**src/rtl/mem_request_arbiter.sv**
```systemverilog
// Arbitrates instruction-fetch and data-access requests onto one RAM port, tracks wait/error states.
// Optional performance counters are enabled by defining MEM_ARBITER_PERF_EN.
module mem_request_arbiter #(
  parameter int ADDR_W        = 32,
  parameter int WORD_W        = 32,
  parameter int ERR_RETRY_MAX = 4
) (
  input  logic              CLK,
  input  logic              nRST,
  input  logic              iREN,
  input  logic [ADDR_W-1:0] iaddr,
  input  logic              dREN,
  input  logic              dWEN,
  input  logic [ADDR_W-1:0] daddr,
  input  logic [WORD_W-1:0] dstore,
  input  logic              halt,
  output logic              ihit,
  output logic              dhit,
  output logic [WORD_W-1:0] iload,
  output logic [WORD_W-1:0] dload,
  output logic              ramREN,
  output logic              ramWEN,
  output logic [ADDR_W-1:0] ramaddr,
  output logic [WORD_W-1:0] ramstore,
  input  logic [WORD_W-1:0] ramload,
  input  logic [1:0]        ramstate,
  output logic              abort
`ifdef MEM_ARBITER_PERF_EN
  ,
  output logic [31:0]       icount,
  output logic [31:0]       dcount,
  output logic [31:0]       errcount
`endif
);

  typedef enum logic [1:0] {
    IDLE = 2'd0,
    DACC = 2'd1,
    IACC = 2'd2
  } state_e;

  localparam logic [1:0] RS_ACCESS = 2'd2;
  localparam logic [1:0] RS_ERROR  = 2'd3;

  localparam logic PRIO_DATA = 1'b0;

  localparam int RW = (ERR_RETRY_MAX < 1) ? 1 : $clog2(ERR_RETRY_MAX + 1);
  // Index of the error that exhausts the budget; a budget below one behaves as one.
  localparam logic [RW-1:0] RETRY_LAST = (ERR_RETRY_MAX < 1) ? '0 : RW'(ERR_RETRY_MAX - 1);

  state_e            state_q, state_d;
  logic              prio_q, prio_d;
  logic [RW-1:0]     retry_q, retry_d;
  logic              write_q, write_d;
  logic [ADDR_W-1:0] addr_q, addr_d;
  logic [WORD_W-1:0] store_q, store_d;

  logic d_elig;
  logic i_elig;
  logic err_cycle;

  assign d_elig = dREN | dWEN;
  assign i_elig = iREN & ~halt;

  always_comb begin
    state_d   = state_q;
    prio_d    = prio_q;
    retry_d   = retry_q;
    write_d   = write_q;
    addr_d    = addr_q;
    store_d   = store_q;
    ihit      = 1'b0;
    dhit      = 1'b0;
    iload     = '0;
    dload     = '0;
    abort     = 1'b0;
    ramREN    = 1'b0;
    ramWEN    = 1'b0;
    ramaddr   = '0;
    ramstore  = '0;
    err_cycle = 1'b0;

    case (state_q)
      IDLE: begin
        // Data wins when it is alone or when it holds priority; prio toggles on every grant.
        if (d_elig && (!i_elig || prio_q == PRIO_DATA)) begin
          state_d = DACC;
          write_d = dWEN;
          addr_d  = daddr;
          store_d = dstore;
          prio_d  = ~prio_q;
          retry_d = '0;
        end else if (i_elig) begin
          state_d = IACC;
          write_d = 1'b0;
          addr_d  = iaddr;
          store_d = '0;
          prio_d  = ~prio_q;
          retry_d = '0;
        end
      end

      DACC, IACC: begin
        ramREN   = ~write_q;
        ramWEN   = write_q;
        ramaddr  = addr_q;
        ramstore = store_q;
        if (ramstate == RS_ACCESS) begin
          if (state_q == DACC) begin
            dhit  = 1'b1;
            dload = write_q ? '0 : ramload;
          end else begin
            ihit  = 1'b1;
            iload = ramload;
          end
          state_d = IDLE;
          retry_d = '0;
        end else if (ramstate == RS_ERROR) begin
          err_cycle = 1'b1;
          if (retry_q >= RETRY_LAST) begin
            abort   = 1'b1;
            state_d = IDLE;
            retry_d = '0;
          end else begin
            retry_d = retry_q + 1'b1;
          end
        end
      end

      default: state_d = IDLE;
    endcase
  end

  always_ff @(posedge CLK or negedge nRST) begin
    if (!nRST) begin
      state_q <= IDLE;
      prio_q  <= PRIO_DATA;
      retry_q <= '0;
      write_q <= 1'b0;
      addr_q  <= '0;
      store_q <= '0;
    end else begin
      state_q <= state_d;
      prio_q  <= prio_d;
      retry_q <= retry_d;
      write_q <= write_d;
      addr_q  <= addr_d;
      store_q <= store_d;
    end
  end

`ifdef MEM_ARBITER_PERF_EN
  logic [31:0] icount_q, dcount_q, errcount_q;

  always_ff @(posedge CLK or negedge nRST) begin
    if (!nRST) begin
      icount_q   <= '0;
      dcount_q   <= '0;
      errcount_q <= '0;
    end else begin
      if (ihit && icount_q != '1) icount_q <= icount_q + 32'd1;
      if (dhit && dcount_q != '1) dcount_q <= dcount_q + 32'd1;
      if (err_cycle && errcount_q != '1) errcount_q <= errcount_q + 32'd1;
    end
  end

  assign icount   = icount_q;
  assign dcount   = dcount_q;
  assign errcount = errcount_q;
`else
  logic unused_err_cycle;
  assign unused_err_cycle = err_cycle;
`endif

endmodule
```
**config.mk**
```make
export PLATFORM = sky130hd
export DESIGN_NAME = mem_request_arbiter
export DESIGN_NICKNAME = d
export VERILOG_FILES = /design/src/rtl/mem_request_arbiter.sv
export SDC_FILE = /design/constraint.sdc
export NUM_CORES = 1
export LEC_CHECK = 0
export ABC_AREA = 1
export BUFFER_PORTS_ARGS = -buffer_cell sky130_fd_sc_hd__buf_2
export CAP_MARGIN = 20
export CORE_AREA = 2 2 126 128
export CTS_BUF_LIST = sky130_fd_sc_hd__clkbuf_4
export CTS_CLUSTER_DIAMETER = 60
export CTS_CLUSTER_SIZE = 30
export DETAILED_ROUTE_END_ITERATION = 7
export DIE_AREA = 0 0 128 130
export PLACE_DENSITY = 0.53
export SYNTH_ARGS = -nofsm -noshare
export SYNTH_HDL_FRONTEND = slang
export SYNTH_SLANG_ARGS = --single-unit
```
**constraint.sdc**
```tcl
create_clock -name CLK -period 1.6 [get_ports CLK]
set_clock_uncertainty 0.05 [all_clocks]
set_input_delay 0.24 -clock CLK [delete_from_list [all_inputs] [get_ports CLK]]
set_output_delay 0.24 -clock CLK [all_outputs]
set_load 0.02 [all_outputs]
```
==> key figures <==
Drt
  • Pre-antenna DRT Iters: 6
  • DRC: 0
  • Wire per inst: roughly 13 um
  • DR vias: between 5000 and 6000
  • Via/cell ratio: about 4.3
  • Routed Wire Length: around 17 mm
  • Violation count after the first detailed-route iteration: 250
  • Antenna viol nets, final: 0

Worst setup path
  • CP Class: register to output pin
  • Required time of the worst setup path: 1.31 ns
  • R2R setup slack: -0.02 ns
  • WP data arrival: about 1.9 ns
  • Reg2reg start: state_q[0]
  • Crit path launch type: register
  • Crit-path max FO: 7
  • Critical Path, Cell by Cell: inv_2 -> ha_4 -> inv_4 -> nor2_4 -> inv_6 -> buf_8 -> nor3_4 -> buf_6
  • Buf/Inv on CP: 5
  • Critical path's top delay family: buffers and inverters
  • R2R Path End: retry_q[2]
  • Max stage delay on crit path: 0.40 ns
  • Cell count of the worst reg-to-reg path: 8
  • Crit-path slowest cell: dfrtp_1
  • Crit end category: output pin

CTS
  • CTS Buf Count: 9
  • Clk buf depth: 2
  • Worst skew pair latency: 0.44 ns
  • H-tree depth: 3
  • CTS Sinks: 71
  • Reg clk slew, reported paths: around 0.14 ns
  • CTS tree: built
  • Root Driver: clkbuf_4

Pwr
  • Pwr per Cell Area: 1660 nW/um2
  • Peak VDD IR: 1.14 mV
  • P_int: around 7.5 mW
  • Sw frac: 0.466
  • Clk pwr share: 0.085
  • Sequential power share: 0.221
  • Leak Pwr: 4.98 nW
  • Sw Pwr: ~6.6 mW
  • Comb power frac: 0.694

Timing
  • Setup TNS: -69.00 ns
  • Worst Tran Pin Value: between 0.3 and 0.4 ns
  • RSZ-0062 raised after global routing: yes
  • Worst setup margin: -0.585 ns
  • Tcrit/Tclk final: 1.37
  • Max Fclk: approximately 460 MHz
  • Final Hold Vio Count: 0
  • Finish-stage setup viols: between 100 and 150
  • Pins Over Slew Limit: 0
  • Slew HR: 0.739
  • Tmin final: approximately 2.2 ns

Die
  • Row count: 46
  • Initial Util: 0.282
  • Floorplan Core Area: about 15000 um2
  • Die footprint: 16600 um2
  • Die Span X: 128 um
  • I/O Pins: between 200 and 300
  • Die H: ~130 um

Hold path
  • Min-Delay Path Depth: 5
  • Worst hold path class: primary input to register
  • Min-delay src: iaddr[9]
  • Worst Hold Path EP: addr_q[9]

Placed design
  • Placed insts: about 1100
  • Hpwl dp: 10.4 mm
  • Routability Congestion: 0.770
  • I/O Buffers: about 270

Global route
  • Initial antenna violation count: 1
  • Total grt overflow: 0
  • Pin count of the biggest net entering global routing: a little over 50
  • Number of global-route vias before repair: ~5000
  • GRT Overall Usage: 0.188
  • First-pass GRT wire length: between 20 and 25 mm

Synthesis
  • Cell count after synthesis: just under 700
  • Ys Warns: 0
  • Synth unique cells: 22
  • Register area share after synthesis: 0.409
  • Syn avg cell area: around 6.3 um2
  • Synth Register Bits: between 70 and 80
  • Post-Syn Area: about 4300 um2
  • Syn Nets: 826

Final layout
  • Fin cells: about 1200
  • Area grow syn2layout: 95.5%
  • Filler cell count in the final layout: 1440
  • Most frequent cells in the layout: 271 x nand2_1, 134 x buf_2, 124 x inv_1, 78 x buf_6, 78 x buf_4
  • Layout cells sized above 1: 0.416
  • Commonest non-fill, non-tap cell in the layout: nand2_1
  • NumNets Final: around 1200

Status
  • Status: finished with violations
  • Failing checks: setup timing

Job
  • Maxcap violations: 0
==> per-stage QoR <==
| step | setup slack, ns | instance area, um2 | power, mW | hold slack (ns) | util |
|---|---|---|---|---|---|
| after floorplan | -0.154 | 4790 | 7.93 | -0.106 | - |
| after global placement | -0.106 | 6480 | 10.4 | 0.138 | 0.420 |
| after detailed placement | -0.141 | 6480 | 10.5 | 0.142 | 0.420 |
| after CTS | -0.612 | 7970 | 12.5 | 0.000270 | 0.517 |
| after global routing | -0.731 | 8500 | 15.1 | 0.0249 | 0.551 |
| final | -0.585 | 8500 | 14.1 | 0.0504 | 0.551 |
==> timing repair <==
item,in CTS,in global routing
gates resized for setup,179,127
hold endpoints to repair,135,0
pin swaps,6,8
setup endpoints to repair,136,161
cloned,3,8
hold buffers,67,0
setup buffers,5,4
==> cell usage after synthesis (all sizes together) <==
| cell | instances | area share |
|---|---|---|
| nand2 | 281 | 0.24 |
| inv | 143 | 0.12 |
| nor2 | 76 | 0.068 |
| dfrtp | 71 | 0.41 |
| o21ai | 35 | 0.040 |
| buf | 32 | 0.051 |
| nor3 | 32 | 0.037 |
| clkbuf | 4 | 0.0035 |
| ha | 4 | 0.012 |
| nand3 | 4 | 0.0046 |
| o21bai | 2 | 0.0035 |
| a21oi | 1 | 0.0011 |
| xnor2 | 1 | 0.0020 |
==> worst max-delay path by stage <==
stage	from	end	slack, ns	depth (start not counted)
finish	state_q[0]	dload[8]	-0.59	8
CTS	state_q[0]	dload[16]	-0.61	8
detailed placement	state_q[0]	dload[9]	-0.14	8
floorplan	state_q[0]	dload[0]	-0.15	6
global route	state_q[0]	dload[8]	-0.73	8
global placement	state_q[1]	dload[9]	-0.11	8
==> flip-flops by register name (all words and copies together) (netlist names) <==
| signal | count |
|---|---|
| store_q | 32 |
| addr_q | 32 |
| retry_q | 3 |
| prio_q | 1 |
| state_q | 2 |
| write_q | 1 |
==> final cells by class <==
type	instances	area (um2)	share of cell area
timing repair buffer	385	3400	0.400
multi-input combinational	436	2400	0.282
sequential	71	1780	0.209
inverter	143	544	0.0640
tap	192	240	0.0282
clock inverter	7	71.3	0.00839
clock buffer	9	67.6	0.00794
antenna	1	2.50	0.000294
==> kinds of logic (layout without fill, tap and decap cells) <==
kind of cell             after synthesis  in the layout  synth area share
AO/OA/AOI/OAI                         38             38            0.0449
AND/OR/NAND/NOR                      393            393             0.355
other                                  0              1                 0
buffers and inverters                179            544             0.178
flip-flops                            71             71             0.409
adder cells (fa/ha/maj)                4              4            0.0115
XOR/XNOR                               1              1           0.00201
==> power groups by stage <==
| stage | Combinational, mW | Sequential [mW] | Clock, mW |
|---|---|---|---|
| 2_1_floorplan | 4.91 | 3.02 | 0 |
| 3_3_place_gp | 7.33 | 3.11 | 0 |
| 3_5_place_dp | 7.36 | 3.13 | 0 |
| 4_1_cts | 8.16 | 3.09 | 1.25 |
| 5_1_grt | 10.6 | 3.22 | 1.33 |
| 6_report | 9.77 | 3.12 | 1.20 |
==> worst register-to-register path: cells and delay by family (launching register included) <==
kind / cells / cell delay (ns)
DFF: 1 / 0.40
AOI/OAI and AO/OA: 1 / 0.18
adders and majority gates: 1 / 0.29
and+or+nand+nor: 3 / 0.24
buffers and inverters: 3 / 0.36
==> layer usage <==
layer  up-vias  share of wire  GRT usage
met5         -              0          0
met4         0          0.016     0.0562
met3        20          0.071     0.0517
met2       208           0.50      0.335
met1      2376           0.41      0.221
li1       2710              -          -
Power figures use the tool's default switching activity.
